`config.mk`:
```
export PLATFORM = sky130hd
export DESIGN_NAME = sprite_ram_arbiter
export DESIGN_NICKNAME = d
export VERILOG_FILES = /design/src/rtl/sprite_ram_arbiter.sv
export SDC_FILE = /design/constraint.sdc
export NUM_CORES = 1
export LEC_CHECK = 0
export ABC_AREA = 1
export BUFFER_PORTS_ARGS = -buffer_cell sky130_fd_sc_hd__clkbuf_2
export CAP_MARGIN = 25
export CORE_AREA = 3 3 69 64
export DETAILED_ROUTE_END_ITERATION = 8
export DIE_AREA = 0 0 72 67
export GPL_ROUTABILITY_DRIVEN = 0
export PLACE_DENSITY_LB_ADDON = 0.05
export REMOVE_ABC_BUFFERS = 1
export SLEW_MARGIN = 30
export SYNTH_ARGS = -nofsm -noshare
export SYNTH_HDL_FRONTEND = slang
export SYNTH_SLANG_ARGS = --single-unit
```
`constraint.sdc`:
```
create_clock -name Clk -period 2.4 [get_ports Clk]
set_input_delay 0.36 -clock Clk [delete_from_list [all_inputs] [get_ports Clk]]
set_output_delay 0.36 -clock Clk [all_outputs]
set_load 0.005 [all_outputs]
```
`src/rtl/sprite_ram_arbiter.sv`:
```
// sprite_ram_arbiter: shares one sprite RAM (1R/1W, registered read) between
// the pixel fetch path (absolute read priority), the collision checker (idle
// read slots) and the sprite loader (writes only during vblank).
// Optional: define SPRITE_ARB_WRHAZARD_EN to hold off a loader write that
// targets the address being read in the same cycle.
//
// Handshake rules: pix_req is a one-cycle strobe and is always served.
// col_req/ld_req are held with their address/data stable until the matching
// *_gnt is seen high in a cycle; the transfer happens in that cycle. Read data
// comes back exactly one cycle after the grant, qualified by *_valid.
module sprite_ram_arbiter #(
    parameter int ADDR_W     = 19,
    parameter int DATA_W     = 4,
    parameter int DEPTH      = 27750,
    parameter int STARVE_MAX = 1023
) (
    input  logic              Clk,
    input  logic              Reset_n,
    input  logic              vblank,
    input  logic              pix_req,
    input  logic [ADDR_W-1:0] pix_addr,
    output logic              pix_valid,
    output logic [DATA_W-1:0] pix_data,
    input  logic              col_req,
    input  logic [ADDR_W-1:0] col_addr,
    output logic              col_gnt,
    output logic              col_valid,
    output logic [DATA_W-1:0] col_data,
    output logic              col_starved,
    input  logic              ld_req,
    input  logic [ADDR_W-1:0] ld_addr,
    input  logic [DATA_W-1:0] ld_data,
    output logic              ld_gnt,
    output logic              addr_err,
    output logic [ADDR_W-1:0] ram_read_address,
    output logic [ADDR_W-1:0] ram_write_address,
    output logic [DATA_W-1:0] ram_data_In,
    output logic              ram_we,
    input  logic [DATA_W-1:0] ram_data_Out
);

    localparam int STARVE_W = $clog2(STARVE_MAX + 1);
    localparam logic [ADDR_W-1:0]   DEPTH_A    = ADDR_W'(DEPTH);
    localparam logic [STARVE_W-1:0] STARVE_TOP = STARVE_W'(STARVE_MAX);

    localparam logic [1:0] TAG_NONE = 2'd0;
    localparam logic [1:0] TAG_PIX  = 2'd1;
    localparam logic [1:0] TAG_COL  = 2'd2;

    logic [1:0]          tag_q, tag_d;
    logic                zero_q, zero_d;
    logic                addr_err_q, addr_err_d;
    logic [STARVE_W-1:0] starve_cnt_q, starve_cnt_d;
    logic                starved_q, starved_d;

    logic              rd_granted;
    logic [ADDR_W-1:0] rd_addr;
    logic              rd_oor;
    logic              ld_oor;
    logic              wr_hazard;

    // Read arbitration: pixel path always wins, collision takes idle slots.
    always_comb begin
        col_gnt    = col_req & ~pix_req;
        rd_granted = pix_req | col_gnt;
        rd_addr    = col_gnt ? col_addr : pix_addr;
        rd_oor     = rd_addr >= DEPTH_A;
        ld_oor     = ld_addr >= DEPTH_A;
    end

    // Write acceptance, optionally stalled by a same-address read.
    always_comb begin
`ifdef SPRITE_ARB_WRHAZARD_EN
        wr_hazard = ld_req & vblank & ~ld_oor & rd_granted & ~rd_oor &
                    (ld_addr == rd_addr);
`else
        wr_hazard = 1'b0;
`endif
        ld_gnt            = ld_req & vblank & Reset_n & ~wr_hazard;
        ram_we            = ld_gnt & ~ld_oor;
        ram_write_address = ld_addr;
        ram_data_In       = ld_data;
        ram_read_address  = rd_addr;
    end

    // Next-state for tag, sticky error and starvation tracking.
    always_comb begin
        tag_d = TAG_NONE;
        if (pix_req) begin
            tag_d = TAG_PIX;
        end else if (col_gnt) begin
            tag_d = TAG_COL;
        end
        zero_d     = rd_granted & rd_oor;
        addr_err_d = addr_err_q | (rd_granted & rd_oor) | (ld_gnt & ld_oor);

        starve_cnt_d = starve_cnt_q;
        if (col_gnt) begin
            starve_cnt_d = '0;
        end else if (col_req && starve_cnt_q < STARVE_TOP) begin
            starve_cnt_d = starve_cnt_q + 1'b1;
        end
        starved_d = col_gnt ? 1'b0 : (starved_q | (starve_cnt_d == STARVE_TOP));
    end

    // State registers; reset discards any in-flight read tag.
    always_ff @(posedge Clk or negedge Reset_n) begin
        if (!Reset_n) begin
            tag_q        <= TAG_NONE;
            zero_q       <= 1'b0;
            addr_err_q   <= 1'b0;
            starve_cnt_q <= '0;
            starved_q    <= 1'b0;
        end else begin
            tag_q        <= tag_d;
            zero_q       <= zero_d;
            addr_err_q   <= addr_err_d;
            starve_cnt_q <= starve_cnt_d;
            starved_q    <= starved_d;
        end
    end

    // Return path: route RAM data to the owner, zero for out-of-range reads.
    always_comb begin
        pix_valid   = (tag_q == TAG_PIX);
        col_valid   = (tag_q == TAG_COL);
        pix_data    = (pix_valid && !zero_q) ? ram_data_Out : '0;
        col_data    = (col_valid && !zero_q) ? ram_data_Out : '0;
        col_starved = starved_q;
        addr_err    = addr_err_q;
    end

endmodule
```
Yosys cells after proc, flatten, opt, wreduce, memory -nomap -nowiden
Index checks and enable logic that the tools add are counted.

word-level totals
  bits in writable memories = 0
  memories = 0
  bits in latches = 0
  word-level logic and storage cells = 36
  input port bits = 71
  bits in registers = 15
  output and inout bits = 57
  memory bits (read-only) = 0

cells by class
  divide/modulo/power cells = 0
  multipliers = 0
  bitwise gates (word level) = 12
  reductions and logical operators = 4
  equality and inequality tests = 3
  shift operators = 0
  add/sub/neg operators = 1
  muxes and demuxes = 8
  order comparisons = 3

operators by type and width
  kind                                                                      count
  19-bit by 15-bit >= comparator with 1-bit output (second input constant)  2
  10-bit 2-to-1 mux                                                         2
  19-bit 2-to-1 mux                                                         1
  10-bit by 1-bit adder with 10-bit output (second input constant)          1
  10-bit equality test (second input constant)                              1
  10-bit less-than comparator (second input constant)                       1
  4-bit 2-to-1 mux                                                          2
  1-bit bitwise AND                                                         6
  2-bit 2-to-1 mux                                                          2
  1-bit OR                                                                  4
  1-bit logical AND                                                         3
  2-bit by 1-bit equality test with 1-bit output (second input constant)    1
  2-bit equality test (second input constant)                               1
  1-bit inverter                                                            2
  1-bit logical NOT                                                         1
  1-bit 2-to-1 mux                                                          1

Logic depth before layout (Yosys ltp)
Gate-level depths: netlist of run 1.

  depth after elaboration = 7
  mapped depth = 14
  depth with buffers taken out = 13

Least setup slack after synthesis of run 1
OpenSTA, ideal clock, no wires.

  path type = flip-flop to flip-flop
  start point = register starve_cnt_q[0]
  end point = register starved_q, in the netlist col_starved
  required time = 2.327 ns
  clock period less this slack = 1.598 ns
  slack = 0.802 ns
  setup time = 0.073 ns
  buffers on the path = 1
  cell stages (with the launch flop) = 13
  data arrival time = 1.525 ns
  cells stage by stage = dfrtp_1 ha_1 nand3_2 nor2_4 nand2_4 buf_6 nand3b_1 nand2_1 nor2_1 nand2_1 nor2_2 nand3_2 a21oi_2

between the ends
  word-level cells in the longest chain between the ends = 7
  elaborated cells between the ends (all ways) = 8
  those cells by class = add/sub (1); order compare (1); eq/ne (1); mux (3); bitwise (1); reduce/logical (1)

RTL lines
  item                         RTL line  RTL
  from (decl)                  53        logic [STARVE_W-1:0] starve_cnt_q, starve_cnt_d;
  from (signal assigned)       118       starve_cnt_q <= starve_cnt_d;
  10-bit less-than comparator  100       end else if (col_req && starve_cnt_q < STARVE_TOP) begin
  1-bit logical AND            100
  10-bit 2-to-1 mux *          100
  10-bit 2-to-1 mux *          98        if (col_gnt) begin
  net starve_cnt_d[1]          53
  10-bit equality test *       103       starved_d = col_gnt ? 1'b0 : (starved_q | (starve_cnt_d == STARVE_TOP));
  1-bit OR *                   103
  1-bit 2-to-1 mux *           103
  net starved_d                54        logic starved_q, starved_d;
  to (signal assigned)         119       starved_q <= starved_d;
  to (decl)                    54

The timed path passes the listed nets; every way through them passes the cells marked *.

Worst setup path in the final report of run 1
  start point = input col_req
  end point = output ram_read_address[7]

between the ends
  word-level cells in the longest chain between the ends = 2

RTL lines
  item               RTL line  RTL
  from (decl)        24        input logic col_req,
  1-bit bitwise AND  64        col_gnt = col_req & ~pix_req;
  19-bit 2-to-1 mux  66        rd_addr = col_gnt ? col_addr : pix_addr;
  to (decl)          35        output logic [ADDR_W-1:0] ram_read_address,

No other way between the ends.

==> results.sh, run 1 <==
export IMPL_avgViaCountPerCell=4.54
export IMPL_pin_count=128
export IMPL_numPortBuffers=117
export IMPL_area_growth_pct=32.1
export IMPL_grt_antenna_before_repair=0
export IMPL_min_period_ps=1830
export IMPL_hold_viol=0
export IMPL_powerDensity_mw_per_mm2=356
export IMPL_arrival_ps=1470
export IMPL_post_cts_buffers=0
export IMPL_grt_pass1_vias=1663
export IMPL_clk_root_buffer_cell="clkbuf_8"
export IMPL_die_w_um=72
export IMPL_numCtsBuffers=3
export IMPL_worst_pin_slew_ps=304
export IMPL_setup_viol=0
export IMPL_hpwlAfterDp_mm=3.54
export IMPL_mappedNetlistArea_mm2=0.00156
export IMPL_hold_class="in2async"
export IMPL_drc_errors=0
export IMPL_core_area_mm2=0.00376
export IMPL_max_slew_margin=0.795
export IMPL_fillers=391
export IMPL_drt_wl_total_mm=4.16
export IMPL_synth_seq_cells=15
export IMPL_fin_tns_setup_ps=0
export IMPL_whs_ps=66.9
export IMPL_antennaDiodeCount=0
export IMPL_regArea_um2=375
export IMPL_slew_violations=0
export IMPL_start_kind="primary input"
export IMPL_cts_tree="done"
export IMPL_num_vias=1829
export IMPL_ys_warn_count=0
export IMPL_ys_types=33
export IMPL_rows=21
export IMPL_gr_total_overflow=0
export IMPL_track_usage=0.174
export IMPL_dieHeight_um=67
export IMPL_run_status="completed"
export IMPL_layout_nets=430
export IMPL_cp_slowest_stage_delay_ps=220
export IMPL_crit_required_ps=2040
export IMPL_critical_path_class="in2out"
export IMPL_critPathMaxFanout=14
export IMPL_cts_max_level=1
export IMPL_fin_skew_ps=9.22
export IMPL_final_layout_size_suffix_gt1_frac=0.387
export IMPL_period_share=0.762
export IMPL_path_clk_slew_ps=60
export IMPL_initial_core_util=0.415
export IMPL_drt_iter0_drc=58
export IMPL_drtAntennaViolNets=0
export IMPL_rsz0062_at_grt="false"
export IMPL_cts_resized=0
export IMPL_multi_input_comb_area_um2=817
export IMPL_clk_latency_ps=250
export IMPL_cp_num_cells=8
export IMPL_max_freq_ghz=0.547
export IMPL_cpLargestDelayFamily="buffers and inverters"
export IMPL_dr_pass1_iters=4
export IMPL_cts_buffer_depth=2
export IMPL_maxCapViolCount=0
export IMPL_leakage_nw=1.32
export IMPL_ir_drop_v=0.000149
export IMPL_ys_seq_area_frac=0.241
export IMPL_cp_num_buf_inv=5
export IMPL_cp_slowest_cell="clkbuf_2"
export IMPL_cts_sinks=15
export IMPL_ctsHoldBuffers=0
export IMPL_crit_chain="clkbuf_2, nand2_1, inv_2, buf_4, nand2_1, and2_1, inv_1, clkbuf_2"
export IMPL_cp_end_kind="output pin"
export IMPL_grt_pass1_wl_mm=6.85
export IMPL_routedWlPerCell_um=10.3
export IMPL_worstRegToRegCells=11
export IMPL_dieArea_mm2=0.00482
export IMPL_grt_start_max_net_pins=18
export IMPL_synth_area_per_cell_um2=5.96
export IMPL_syn_instance_count=262
[flip-flops by register name, indices dropped and copies added, names as in the netlist]
| signal | flops |
|---|---|
| starve_cnt_q | 10 |
| tag_q | 2 |
| addr_err | 1 |
| col_starved | 1 |
| zero_q | 1 |
[layer usage]
metal / up-vias / GRT usage / part of all wire
met1: 769 / 0.206 / 0.43
met3: 3 / 0.0287 / 0.076
met4: 0 / 0.0423 / 0.0053
met2: 81 / 0.323 / 0.49
met5: - / 0 / 0
li1: 976 / - / -
[where the power goes]
group / switching [mW] / internal (mW)
Clock: 0.0890 / 0.118
Sequential: 0.0146 / 0.269
Combinational: 0.127 / 0.117
[kinds of logic after synthesis]
logic type,count (synthesis),synth area share
flops,15,0.241
fa+ha+maj,1,0.00802
buf+inv,70,0.236
compound gates,18,0.0682
simple gates,158,0.447
[worst paths after layout]
| kind | start | to | slack [ps] |
|---|---|---|---|
| max | col_req | ram_read_address[7] | 570 |
| min | Reset_n | starve_cnt_q[7] | 70 |
| max reg2reg | starve_cnt_q[0] | col_starved | 630 |
| min reg2reg | addr_err | addr_err | 460 |
| max in group asynchronous | Reset_n | starve_cnt_q[4] | 2150 |
| min in group Clk | pix_req | tag_q[0] | 260 |
[synth_stat cells (all sizes together)]
master / n / area share
a21oi: 7 / 0.025
a31oi: 1 / 0.0040
and2: 1 / 0.0040
and3: 1 / 0.0040
buf: 29 / 0.14
clkbuf: 1 / 0.0024
dfrtp: 15 / 0.24
ha: 1 / 0.0080
inv: 40 / 0.096
nand2: 90 / 0.22
nand3: 16 / 0.061
nand3b: 1 / 0.0048
nand4: 7 / 0.028
nor2: 36 / 0.098
nor3: 1 / 0.0032
nor4: 1 / 0.0040
nor4b: 1 / 0.0056
o21a: 2 / 0.0096
o21ai: 6 / 0.019
o21bai: 1 / 0.0048
o311ai: 1 / 0.0056
or2: 3 / 0.012
[placed cells by master (no fill, tap or decap), types with 3 or more instances in the layout]
cell | synthesis | routed
buf_4 | 25 | 4
nor2_1 | 31 | 31
nand3_2 | 3 | 3
nand2_1 | 88 | 88
dfrtp_1 | 15 | 15
clkbuf_8 | 0 | 3
clkbuf_2 | 0 | 117
nand3_1 | 13 | 13
nor2_2 | 4 | 4
a21oi_1 | 6 | 6
inv_1 | 39 | 39
nand4_1 | 7 | 7
o21ai_0 | 5 | 5
[worst register-to-register path: cells and delay by family (launching register included)]
| family | cells | cell delay, ps |
|---|---|---|
| AND/OR/NAND/NOR | 9 | 980 |
| AO/OA/AOI/OAI | 1 | 110 |
| flip-flops | 1 | 400 |
| adder cells (fa/ha/maj) | 1 | 240 |
[area by class of cell]
class,count,area share
Multi-Input combinational cell,177,0.396
Inverter,40,0.0729
Tap cell,46,0.0279
Timing Repair Buffer,121,0.299
Clock buffer,4,0.0219
Sequential cell,15,0.182
[metrics by stage]
stage	utilization	setup slack [ps]	power (mW)	cells	instance area (µm²)
after global placement	0.536	551	0.536	399	2020
final	0.548	571	0.734	403	2060
after global routing	0.548	391	0.789	403	2060
after floorplan	-	250	0.396	232	1340
after CTS	0.548	566	0.743	403	2060
after detailed placement	0.536	522	0.535	399	2020
(Power assumes the default switching activity.)
==> run 2: changes to the inputs <==
- CORE_AREA: 3 3 69 64 -> 3 3 71 67
- DIE_AREA: 0 0 72 67 -> 0 0 74 70
- clock period: 2.4 -> 1.9 ns (I/O delays scaled with it)
==> results.sh, run 2 (same netlist as run 1, synthesis figures left out) <==
export IMPL_run_status="completed"
export IMPL_reg_top3="starve_cnt_q (10), tag_q (2)"
export IMPL_numPortBuffers=117
export IMPL_pin_count=128
export IMPL_critPathMaxFanout=14
export IMPL_final_common_cell="clkbuf_2"
export IMPL_fin_skew_ps=2.73
export IMPL_worstRegToRegCells=11
export IMPL_leakage_nw=1.34
export IMPL_numCtsBuffers=3
export IMPL_clk_root_buffer_cell="clkbuf_8"
export IMPL_crit_start="starve_cnt_q[0]"
export IMPL_timing_rr_start="starve_cnt_q[0]"
export IMPL_grt_pass1_vias=1669
export IMPL_min_period_ps=1720
export IMPL_hold_viol=0
export IMPL_cp_slowest_cell="dfrtp_1"
export IMPL_hpwlAfterDp_mm=3.62
export IMPL_crit_chain="ha_4, nand3_2, nor2_4, nand2_4, nand3_1, nand2_1, nor2_1, nand2_1, nor2_1, nand3_2, a21oi_2"
export IMPL_final_cell_mix="117 x clkbuf_2, 87 x nand2_1, 39 x inv_1"
export IMPL_cp_slowest_stage_delay_ps=440
export IMPL_drc_errors=0
export IMPL_cp_num_cells=11
export IMPL_routedWlPerCell_um=10.3
export IMPL_ir_drop_v=0.000278
export IMPL_hold_class="in2async"
export IMPL_antennaDiodeCount=0
export IMPL_cts_sinks=15
export IMPL_design_area_mm2=0.00211
export IMPL_die_w_um=74
export IMPL_path_clk_slew_ps=70
export IMPL_arrival_ps=1900
export IMPL_rrSetupSlack_ps=180
export IMPL_area_growth_pct=35.2
export IMPL_grt_pass1_wl_mm=7.23
export IMPL_post_dp_cell_area_mm2=0.00203
export IMPL_gr_total_overflow=0
export IMPL_largest_register_ffs=10
export IMPL_drt_wl_total_mm=4.20
export IMPL_layout_nets=434
export IMPL_crit_path_end="col_starved"
export IMPL_max_slew_margin=0.787
export IMPL_cts_max_level=1
export IMPL_track_usage=0.169
export IMPL_maxCapViolCount=0
export IMPL_r2r_end="col_starved"
export IMPL_rows=22
export IMPL_cts_buffer_depth=2
export IMPL_start_kind="register"
export IMPL_fin_util=0.521
export IMPL_setup_viol=0
export IMPL_crit_required_ps=2080
export IMPL_initial_core_util=0.386
export IMPL_rsz0062_at_grt="false"
export IMPL_final_layout_size_suffix_gt1_frac=0.402
export IMPL_max_freq_ghz=0.581
export IMPL_num_vias=1813
export IMPL_worst_pin_slew_ps=317
export IMPL_core_area_mm2=0.00405
export IMPL_cpLargestDelayFamily="simple AND/OR/NAND/NOR gates"
export IMPL_ctsHoldBuffers=0
export IMPL_cp_end_kind="register"
export IMPL_grt_start_max_net_pins=18
export IMPL_powerDensity_mw_per_mm2=451
export IMPL_regMostFlops="starve_cnt_q"
export IMPL_avgViaCountPerCell=4.43
export IMPL_period_share=0.906
export IMPL_clk_latency_ps=250
export IMPL_critical_path_class="reg2reg"
export IMPL_drtAntennaViolNets=0
export IMPL_grt_antenna_before_repair=0
export IMPL_slew_violations=0
export IMPL_dr_pass1_iters=4
export IMPL_drt_iter0_drc=78
export IMPL_dieArea_mm2=0.00518
export IMPL_cp_num_buf_inv=0
export IMPL_dieHeight_um=70
export IMPL_cts_tree="done"
## run 2: stage by stage
step / setup WS, ps / power (mW) / TNS, ps / hold WS (ps) / std cells
finish: 179 / 0.951 / 0 / 25.7 / 409
global route: 4.43 / 1.03 / 0 / 58.8 / 409
CTS: 129 / 0.947 / 0 / 43.2 / 407
detailed placement: 143 / 0.681 / 0 / 312 / 403
global placement: 204 / 0.684 / 0 / 306 / 403
floorplan: -175 / 0.500 / -334 / -10.6 / 232
## run 2: routing by layer
layer,global-route usage,up-vias,share of wire
met5,0,-,0
met3,0.0331,4,0.082
met4,0.0362,0,0.0081
met2,0.284,84,0.49
li1,-,989,-
met1,0.220,736,0.42
## run 2: worst min path at each step
stage            start         endpoint
4_1_cts        Reset_n  starve_cnt_q[3]
5_1_grt        Reset_n  starve_cnt_q[5]
6_report       Reset_n  starve_cnt_q[8]
3_3_place_gp   Reset_n  starve_cnt_q[3]
2_1_floorplan  Reset_n         addr_err
3_5_place_dp   Reset_n  starve_cnt_q[3]
## run 2: cell type report
type	instances	area, µm²
sequential	15	375
inverter	40	150
clock buffer	3	41.3
multi-input combinational	177	832
timing repair buffer	125	646
clock inverter	1	5.00
tap	48	60.1
fill	416	1940
## run 2: what timing repair did
| action | CTS | global route |
|---|---|---|
| setup endpoints to repair | 0 | 1 |
| gates resized for setup | 0 | 3 |
| buffers inserted | 0 | 2 |
## run 2: power breakdown
part / switching (mW) / internal (mW)
Combinational: 0.165 / 0.161
Sequential: 0.0223 / 0.339
Clock: 0.119 / 0.145
